===== config.mk =====
export PLATFORM = sky130hd
export DESIGN_NAME = blackbox_sweeper
export DESIGN_NICKNAME = d
export VERILOG_FILES = /design/src/rtl/blackbox_pkg.sv /design/src/rtl/sweep_settle_counter.sv /design/src/rtl/blackbox_sweeper.sv
export SDC_FILE = /design/constraint.sdc
export NUM_CORES = 1
export LEC_CHECK = 0
export ABC_AREA = 1
export BUFFER_PORTS_ARGS = -buffer_cell sky130_fd_sc_hd__buf_4
export CAP_MARGIN = 20
export CELL_PAD_IN_SITES_DETAIL_PLACEMENT = 0
export CELL_PAD_IN_SITES_GLOBAL_PLACEMENT = 1
export CORE_MARGIN = 5
export CORE_UTILIZATION = 31
export DETAILED_ROUTE_END_ITERATION = 12
export PLACE_DENSITY_LB_ADDON = 0.1
export SKIP_CTS_REPAIR_TIMING = 1
export SLEW_MARGIN = 5
export SYNTH_ARGS = -nofsm -noshare
export SYNTH_HDL_FRONTEND = slang
export SYNTH_HIERARCHICAL = 1
export SYNTH_SLANG_ARGS = --single-unit
export TNS_END_PERCENT = 30

===== constraint.sdc =====
create_clock -name clock -period 1.6 [get_ports clock]
set_clock_uncertainty 0.05 [all_clocks]
set_input_delay 0.24 -clock clock [delete_from_list [all_inputs] [get_ports clock]]
set_output_delay 0.24 -clock clock [all_outputs]
set_load 0.02 [all_outputs]

===== src/rtl/blackbox_pkg.sv =====
// Shared definitions for the blackbox truth-table sweeper: state encoding and widths.
package blackbox_pkg;
  localparam int NUM_COMBOS = 8;
  localparam int IDX_W      = 3;
  localparam int CNT_W      = 4;

  typedef enum logic [1:0] {
    IDLE = 2'd0,
    RUN  = 2'd1,
    DONE = 2'd2
  } state_t;
endpackage


===== src/rtl/sweep_settle_counter.sv =====
// Loadable settle down-counter; zero marks the cycle on which the held combination is sampled.
module sweep_settle_counter
  import blackbox_pkg::*;
(
  input  logic             clock,
  input  logic             reset,
  input  logic             load,
  input  logic             en,
  input  logic [CNT_W-1:0] load_val,
  output logic             zero
);
  logic [CNT_W-1:0] cnt_reg;

  always_ff @(posedge clock or negedge reset) begin
    if (!reset) begin
      cnt_reg <= '0;
    end else if (load) begin
      cnt_reg <= load_val;
    end else if (en && cnt_reg != '0) begin
      cnt_reg <= cnt_reg - 1'b1;
    end
  end

  assign zero = (cnt_reg == '0);
endmodule


===== src/rtl/blackbox_sweeper.sv =====
// Sweeps a 3-input blackbox through all 8 combinations and captures its truth table.
// Optional BLACKBOX_SWEEP_CHECK_EN compares the finished table against EXPECTED.
module blackbox_sweeper
  import blackbox_pkg::*;
#(
  parameter int SETTLE_CYCLES = 1
`ifdef BLACKBOX_SWEEP_CHECK_EN
  , parameter logic [7:0] EXPECTED = 8'h00
`endif
) (
  input  logic       clock,
  input  logic       reset,
  input  logic       start,
  input  logic       abort,
  output logic       c_out,
  output logic       k_out,
  output logic       f_out,
  input  logic       g_in,
  output logic       busy,
  output logic       done,
  output logic       table_valid,
  output logic [7:0] truth_table
`ifdef BLACKBOX_SWEEP_CHECK_EN
  , output logic       mismatch
  , output logic [7:0] mismatch_mask
`endif
);
  state_t                  state_reg, state_next;
  logic [IDX_W-1:0]        idx_reg;
  logic [NUM_COMBOS-1:0]   table_reg, table_next;
  logic                    valid_reg;
  logic                    cnt_zero;
  logic                    accept, sample, last;

  // abort has priority over both a new start and a pending sample
  assign accept = (state_reg == IDLE) && start && !abort;
  assign sample = (state_reg == RUN) && cnt_zero && !abort;
  assign last   = sample && (idx_reg == IDX_W'(NUM_COMBOS - 1));

  sweep_settle_counter u_settle (
    .clock    (clock),
    .reset    (reset),
    .load     (accept || sample),
    .en       (state_reg == RUN),
    .load_val (CNT_W'(SETTLE_CYCLES)),
    .zero     (cnt_zero)
  );

  genvar gi;
  generate
    for (gi = 0; gi < NUM_COMBOS; gi++) begin : g_table
      assign table_next[gi] = (sample && idx_reg == IDX_W'(gi)) ? g_in : table_reg[gi];
    end
  endgenerate

  always_ff @(posedge clock or negedge reset) begin
    if (!reset) begin
      state_reg <= IDLE;
    end else begin
      state_reg <= state_next;
    end
  end

  always_comb begin
    state_next = state_reg;
    unique case (state_reg)
      IDLE:    if (accept) state_next = RUN;
      RUN: begin
        if (abort)     state_next = IDLE;
        else if (last) state_next = DONE;
      end
      DONE:    state_next = IDLE;
      default: state_next = IDLE;
    endcase
  end

  always_ff @(posedge clock or negedge reset) begin
    if (!reset) begin
      idx_reg   <= '0;
      table_reg <= '0;
      valid_reg <= 1'b0;
    end else begin
      if (accept) begin
        idx_reg   <= '0;
        table_reg <= '0;
        valid_reg <= 1'b0;
      end else begin
        table_reg <= table_next;
        if (sample && !last) idx_reg <= idx_reg + IDX_W'(1);
        if (last) valid_reg <= 1'b1;
      end
    end
  end

`ifdef BLACKBOX_SWEEP_CHECK_EN
  logic [7:0] mask_reg;

  // compare against the table including the final sample taken on this edge
  always_ff @(posedge clock or negedge reset) begin
    if (!reset) begin
      mask_reg <= '0;
    end else if (accept) begin
      mask_reg <= '0;
    end else if (last) begin
      mask_reg <= table_next ^ EXPECTED;
    end
  end

  assign mismatch_mask = mask_reg;
  assign mismatch      = |mask_reg;
`endif

  always_comb begin
    busy  = (state_reg == RUN);
    done  = (state_reg == DONE);
    c_out = 1'b0;
    k_out = 1'b0;
    f_out = 1'b0;
    if (state_reg == RUN) begin
      {c_out, k_out, f_out} = idx_reg;
    end
  end

  assign table_valid = valid_reg;
  assign truth_table = table_reg;
endmodule


* Yosys cells after proc, flatten, opt, wreduce, memory -nomap -nowiden
Index checks and enable logic that the tools add are counted.
** Word-level totals
- Logic and storage cells :: 79
- Bits of input ports :: 5
- Register bits :: 18
** Operators by class
- Add/subtract/negate cells :: 2
- Muxes and demuxes :: 22
- Equal/unequal tests :: 11
- Reduce and logical (&&, ||, !) cells :: 32
** Operators with widths (count)
- 2-bit nonzero test :: 10
- 1-bit logical AND :: 14
- 1-bit 2-to-1 mux :: 13
- 3-bit == test (second input constant) :: 4
- 4-bit 2-to-1 mux :: 2
- 8-bit 2-to-1 mux :: 1
- 3-bit by 2-bit == test with 1-bit output (second input constant) :: 2
- 2-bit 2-to-1 mux :: 3
- 3-bit 2-to-1 mux :: 2
- 4-bit zero test :: 1
- 2-bit one-hot mux with 2 select lines :: 1
- 4-bit nonzero test :: 1
- 4-bit by 1-bit subtractor with 4-bit output (second input constant) :: 1
- 3-bit by 1-bit adder with 3-bit output (second input constant) :: 1
- 3-bit by 1-bit == test with 1-bit output (second input constant) :: 1
- 3-bit zero test :: 1
- 3-bit inequality test (second input constant) :: 1
- 2-bit by 1-bit == test with 1-bit output (second input constant) :: 1
- 2-bit == test (second input constant) :: 1
- 1-bit zero test :: 2
- 2-bit zero test :: 1
- 2-bit inequality test (second input constant) :: 1
- 2-bit AND reduction :: 1
- 1-bit logical OR :: 1

* Longest topological paths before layout
Gate-level depths: netlist of run 1.
- Depth after elaboration :: 8
- Depth in mapped cells :: 11
- Gate-level depth less buffers :: 11

* By module
Netlist of run 1, hierarchy kept.
** By module, submodules not included
- blackbox_sweeper :: area an instance 842.1 sq um, times used 1, cells an instance 110
- sweep_settle_counter :: area an instance 295.3 sq um, times used 1, cells an instance 46

* Least setup slack after synthesis of run 1
Ideal clock, no wire load.
- Kind :: flip-flop to flip-flop
- Start point :: reg u_settle.cnt_reg[0]
- End point :: reg u_settle.cnt_reg[3]
- Setup slack :: 56 ps
- Buffers on the path :: 0
- Library setup time :: 116 ps
- Cell stages (with the launch flop) :: 12
- Arrival time :: 1378 ps
- Data required time :: 1434 ps
- Clock period less this slack :: 1544 ps
- Cells stage by stage :: dfrtp_1 > inv_1 > ha_1 > nand2_2 > inv_1 > nand3_1 > nand2_1 > inv_2 > nand3b_1 > nand2_1 > clkinv_1 > nand2_1
** On the way
- Cells in the longest elaborated chain, start to end :: 5
** RTL lines
- start: declaration :: RTL line sweep_settle_counter.sv:12 : logic [CNT_W-1:0] cnt_reg;
- start signal: assignment :: RTL line sweep_settle_counter.sv:18 : cnt_reg <= load_val;
- start signal: assignment :: RTL line sweep_settle_counter.sv:20 : cnt_reg <= cnt_reg - 1'b1;
- 4-bit zero test * :: RTL line sweep_settle_counter.sv:24 : assign zero = (cnt_reg == '0);
- via cnt_zero :: RTL line blackbox_sweeper.sv:32 : logic cnt_zero;
- 1-bit logical AND * (2 in a row) :: RTL line blackbox_sweeper.sv:37 : assign sample = (state_reg == RUN) && cnt_zero && !abort;
- 1-bit logical OR * :: RTL line blackbox_sweeper.sv:43 : .load (accept || sample),
- 4-bit 2-to-1 mux / 2-bit nonzero test (equally long branches)
Mark *: on every way through the listed nets, which the timed path passes. The rest lies on a longest branch. The select of a mux whose other input is x is not followed.
A chain may end at the register's enable or synchronous reset.

* Worst setup path in the final report of run 1
- Start point :: reg u_settle.cnt_reg[1]
- End point :: reg table_reg[6], in the netlist truth_table[6]
** On the way
- Cells in the longest elaborated chain, start to end :: 5
** RTL lines
- 4-bit zero test :: RTL line sweep_settle_counter.sv:24
- via cnt_zero :: RTL line blackbox_sweeper.sv:32
- 1-bit logical AND (2 in a row) :: RTL line blackbox_sweeper.sv:37
- 1-bit logical AND :: RTL line blackbox_sweeper.sv:52 : assign table_next[gi] = (sample && idx_reg == IDX_W'(gi)) ? g_in : table_reg[gi];
- 2-bit nonzero test (no line)
- end signal: assignment :: RTL line blackbox_sweeper.sv:88 : table_reg <= table_next;
- end: declaration :: RTL line blackbox_sweeper.sv:30 : logic [NUM_COMBOS-1:0] table_reg, table_next;
The timed path passes the listed nets, and every way through them passes these cells.

==> flow_metrics.py, run 1 <==
metrics = {
    "outcome": {
        "status": "completed",
    },
    "finish": {
        "nets": 199,
        "fin_util_pct": 41.0,
        "layout.cells.non_filler": 234,
        "syn2layout_area_growth_pct": 30.1,
        "drive_gt1_share_pct": 26.3,
        "fillers": 396,
        "n_antenna_cell": 0,
        "largest_reg_flops": 8,
    },
    "route": {
        "wire_per_inst_um": 11.0,
        "vias": 999,
        "ant_nets": 0,
        "vias_per_cell": 4.27,
        "drc_errors": 0,
        "routed_wl_mm": 2.56,
        "first_iter_violations": 64,
        "drt_pass1_iterations": 4,
    },
    "clock_tree": {
        "cts-buffers-inserted": 3,
        "cts.sink_count": 18,
        "clock_path_buffers": 2,
        "cts-root-buf": "clkbuf_8",
        "htree_levels": 1,
        "cts_tree": "done",
        "clkSlewWorstSetupHoldPaths_ns": 0.07,
        "clkLatencyLatePin_ns": 0.25,
    },
    "floorplanning": {
        "die_area_sq_um": 4980,
        "die_x_um": 70.6,
        "die_h_um": 70.6,
        "start_util_pct": 31.5,
        "core_area_sq_um": 3610,
        "rows": 22,
        "boundaryPins": 19,
    },
    "synth": {
        "syn_area_sq_um": 1140,
        "synth-xor-area-share_pct": 0,
        "yosys.area_share.adder_pct": 7.70,
        "yosysWarnings": 6,
        "yosys-mux-area-fraction_pct": 0,
        "seq_area_frac_synth_pct": 39.6,
        "yosysUniqueCellTypes": 23,
        "synth_compound_area_share_pct": 1.98,
        "synthSimpleGateAreaFrac_pct": 39.1,
        "ys_ff_latch": 18,
        "avgSynthCellArea_sq_um": 7.29,
        "netlist_instances": 156,
        "synth_top_family_by_area": "simple AND/OR/NAND/NOR gates",
    },
    "flow_run": {
        "max_cap_violations": 0,
    },
    "global_routing": {
        "grt_max_degree": 22,
        "grt_use_total_pct": 11.1,
        "grt_pass1_wl_mm": 4.44,
        "antenna_found_initial": 0,
        "gr-total-overflow": 0,
        "grt_pass1_vias": 1000,
    },
    "setup_path": {
        "start_kind": "register",
        "arrival_ns": 1.60,
        "cp-end-kind": "register",
        "cp.required_ns": 1.70,
        "critPathKind": "reg -> reg",
        "crit_fanout": 7,
    },
    "min_path": {
        "hold_class": "in -> reg",
    },
    "sta": {
        "min_period_ns": 1.50,
        "maxSlewViolCount": 0,
        "period_share_pct": 93.8,
        "hold_slack_ns": 0.238,
        "setup_viol": 0,
        "tns_ns": 0,
        "hold_violations": 0,
        "fmax_mhz": 666,
    },
    "placed_design": {
        "place_inst": 226,
        "dp_hpwl_mm": 1.96,
        "io_buffers": 18,
        "gp_congestion": 0.833,
    },
    "power": {
        "power_w": 0.00171,
        "total_leakage_power_nw": 0.842,
        "power_density_nw_per_um2": 1150,
        "vdd_drop_max_uv": 362,
    },
}
-- power breakdown --
part	internal, W	leakage (nW)	switching (W)
Sequential	0.000526	0.243	0.0000669
Clock	0.000219	0.0288	0.000160
Combinational	0.000334	0.570	0.000400
-- logic make-up after synthesis --
| logic type | after synthesis |
|---|---|
| other cells | 2 |
| fa+ha+maj | 7 |
| flops | 18 |
| simple gates | 96 |
| compound gates | 4 |
| buf+inv | 29 |
-- layout by cell type (no fill, tap or decap), types with 5 or more instances in the layout --
cell type	netlist	layout
ha_1	7	6
inv_1	21	18
nand2_1	51	48
nand3_1	16	16
dfrtp_1	18	18
nand4_1	8	8
nor2_1	12	11
buf_4	2	26
inv_2	2	5
-- worst max-delay path: stages, from the launching register on --
cell and delay (ns):
dfrtp_1 0.41, inv_2 0.09, ha_4 0.15, nand2_4 0.06
inv_2 0.07, nand3_2 0.07, nor2_4 0.18, buf_6 0.15
nand2_1 0.05, nand3_1 0.06, nand2_1 0.05
-- layout make-up --
type / count / area, sq um / share of cell area [%]
clock buffers: 4 / 55.1 / 3.72
inverters: 24 / 90.1 / 6.09
multi-input cells: 111 / 597 / 40.3
flip-flops and latches: 18 / 450 / 30.4
well taps: 48 / 60.1 / 4.06
repair buffers: 29 / 228 / 15.4
-- stage by stage --
step                setup slack (ns)  cell area (sq um)
finish                        0.0985               1480
CTS                          -0.0589               1410
detailed placement           -0.0457               1360
global route                -0.00268               1480
global placement             0.00671               1360
floorplan                     0.0558               1140
-- final timing paths --
check,start,end,slack [ns],depth (start not counted)
max in group asynchronous,reset,state_reg[0],0.95,2
worst max register to register,u_settle/cnt_reg[1],truth_table[6],0.1,10
worst min-delay path,g_in,truth_table[1],0.24,3
worst max-delay path,u_settle/cnt_reg[1],truth_table[6],0.1,10
worst min register to register,truth_table[3],truth_table[3],0.45,2
min in group asynchronous,reset,idx_reg[2],0.35,2
-- routing by layer --
metal	wire length, um	vias up	global-route usage [%]
li1	-	539	-
met1	1270	446	14.3
met2	1170	12	17.9
met3	102	2	2.56
met4	19	0	4.38
met5	0	-	0
-- Yosys cell counts (all sizes together) --
library cell / n / area (sq um)
ha: 7 / 87.6
nand2: 54 / 215
a21boi: 1 / 7.51
dfrtp: 18 / 450
nand4: 8 / 50.1
o21ai: 3 / 15.0
nand3: 17 / 90.1
buf: 4 / 31.3
inv: 23 / 86.3
nor2: 15 / 73.8
clkbuf: 1 / 3.75
nand3b: 2 / 15.0
clkinv: 1 / 3.75
conb: 2 / 7.51
No activity file was read; power rests on OpenSTA's default activity.
==> inputs of run 2 (changes only) <==
--- a/config.mk
+++ b/config.mk
@@ -12,8 +12,9 @@
 export CELL_PAD_IN_SITES_GLOBAL_PLACEMENT = 1
 export CORE_MARGIN = 5
 export CORE_UTILIZATION = 31
+export CTS_CLUSTER_DIAMETER = 60
 export DETAILED_ROUTE_END_ITERATION = 12
-export PLACE_DENSITY_LB_ADDON = 0.1
+export PLACE_DENSITY_LB_ADDON = 0.3
 export SKIP_CTS_REPAIR_TIMING = 1
 export SLEW_MARGIN = 5
 export SYNTH_ARGS = -nofsm -noshare
==> run 2 against run 1 <==
- global-route usage rose by 0.34 points
- combinational power rose by 4.5%
- register-to-register slack got worse by 0.07 ns
- setup slack got worse by 0.066 ns
- power rose by 1.6%
- flip-flop and latch count did not move
- non-clock buffer count rose by 3
- largest cell class unchanged
- critical path type unchanged
==> flow_metrics.py, run 2 (synthesized netlist as in run 1, its figures left out) <==
metrics = {
    "finish": {
        "final_cell_area_sq_um": 1560,
        "drive_gt1_share_pct": 31.2,
        "multi_input_area_sq_um": 619,
        "fillers": 381,
        "mostFrequentLayoutCells": "nand2_1 (44), buf_4 (28), inv_1 (19), dfrtp_1 (17), nand3_1 (13)",
        "n_antenna_cell": 0,
        "nets": 202,
        "fin_util_pct": 43.1,
        "layout_commonest_cell": "nand2_1",
        "seqCellArea_sq_um": 452,
        "largest_reg_flops": 8,
        "syn2layout_area_growth_pct": 36.7,
    },
    "global_routing": {
        "grt_busiest_layer": "met2",
        "grt_pass1_wl_mm": 4.60,
        "grt_pass1_vias": 1023,
        "use_met2_pct": 17.3,
        "met1_usage_pct": 15.8,
        "antenna_found_initial": 0,
        "grt_max_degree": 22,
        "grt_use_total_pct": 11.4,
        "grt.met3_usage_pct": 3.13,
        "gr-total-overflow": 0,
    },
    "floorplanning": {
        "die_x_um": 70.6,
        "core_area_sq_um": 3610,
        "die_h_um": 70.6,
        "boundaryPins": 19,
        "rows": 22,
        "die_area_sq_um": 4980,
        "start_util_pct": 31.5,
    },
    "route": {
        "drc_errors": 0,
        "wire_per_inst_um": 11.1,
        "vias": 1038,
        "routed_wl_mm": 2.64,
        "first_iter_violations": 36,
        "ant_nets": 0,
        "vias_per_cell": 4.38,
        "drt_pass1_iterations": 4,
    },
    "power": {
        "p_sw_w": 0.000634,
        "power_density_nw_per_um2": 1110,
        "swShare_pct": 36.5,
        "vdd_drop_max_uv": 492,
        "seqPwrFrac_pct": 34.2,
        "p_comb_share_pct": 44.2,
        "p_clk_share_pct": 21.6,
        "total_leakage_power_nw": 0.866,
        "p_int_w": 0.00110,
    },
    "sta": {
        "hold_violations": 0,
        "timing.final.ws_setup_ns": 0.0326,
        "period_share_pct": 98.0,
        "maxSlewViolCount": 0,
        "fmax_mhz": 638,
        "tns_ns": 0,
        "setup_viol": 0,
        "min_period_ns": 1.57,
        "rsz0062_at_grt": "yes",
    },
    "placed_design": {
        "place_ws_ns": 0.0496,
        "dp_hpwl_mm": 1.92,
        "dpl_cell_area_sq_um": 1380,
        "io_buffers": 18,
        "gp_congestion": 0.835,
    },
    "clock_tree": {
        "cts-buffers-inserted": 3,
        "clkSlewWorstSetupHoldPaths_ns": 0.07,
        "htree_levels": 1,
        "cts.sink_count": 18,
        "cts_tree": "done",
        "cts-root-buf": "clkbuf_8",
        "clock_path_buffers": 2,
        "clkLatencyLatePin_ns": 0.25,
    },
    "setup_path": {
        "critPathKind": "reg -> reg",
        "cp-end-kind": "register",
        "cp.required_ns": 1.70,
        "start_kind": "register",
        "crit_fanout": 7,
        "arrival_ns": 1.66,
    },
    "flow_run": {
        "max_cap_violations": 0,
    },
    "min_path": {
        "hold_class": "in -> reg",
    },
    "outcome": {
        "status": "completed",
    },
}
## run 2: changes by cell type in the layout (fill, tap and decap cells not counted), moves of 2 or more
cell     before  now
nand2_2       4    8
nand2_1      48   44
nand3_1      16   13
inv_2         5    3
nand3_2       1    3
buf_4        26   28
## run 2: critical path, stage by stage (launching register included)
cell and delay [ns]:
dfrtp_1 0.40, inv_1 0.07, ha_2 0.20, nand2_4 0.07, inv_4 0.06, nand3_4 0.06, nor2_4 0.22, buf_12 0.16
nand2_1 0.05, nand3_1 0.06, nand2_1 0.05
## run 2: layout make-up
type | count | area share [%]
Inverter | 24 | 5.95
Sequential cell | 18 | 29.0
Timing Repair Buffer | 32 | 17.8
Multi-Input combinational cell | 111 | 39.8
Clock buffer | 4 | 3.54
Tap cell | 48 | 3.86
## run 2: per-stage QoR
| step | hold slack [ns] | power (W) | cells |
|---|---|---|---|
| finish | 0.249 | 0.00173 | 237 |
| global route | 0.245 | 0.00187 | 237 |
| CTS | -0.200 | 0.00161 | 231 |
| detailed placement | 0.0824 | 0.00123 | 227 |
| global placement | 0.0792 | 0.00121 | 227 |
| floorplan | -0.106 | 0.00100 | 158 |
## run 2: worst paths after layout
path	to	slack [ns]	start	cells past startpoint
worst max-delay path	truth_table[5]	0.03	u_settle/cnt_reg[1]	10
worst min-delay path	truth_table[1]	0.25	g_in	3
worst max register to register	truth_table[5]	0.03	u_settle/cnt_reg[1]	10
worst min register to register	truth_table[2]	0.45	truth_table[2]	2
max in group asynchronous	state_reg[0]	0.94	reset	2
min in group asynchronous	idx_reg[1]	0.34	reset	2
## run 2: power by group through the flow
stage	Combinational [W]	Clock (W)	Sequential [W]
4_1_cts	0.000637	0.000389	0.000586
3_3_place_gp	0.000619	0	0.000589
3_5_place_dp	0.000634	0	0.000595
2_1_floorplan	0.000407	0	0.000593
6_report	0.000767	0.000375	0.000592
5_1_grt	0.000869	0.000403	0.000601
## run 2: per-layer routing
metal  share of wire (%)  up-vias
met4                0.91        0
met5                   0        -
met3                 3.8        2
met2                  44       11
li1                    -      550
met1                  51      475
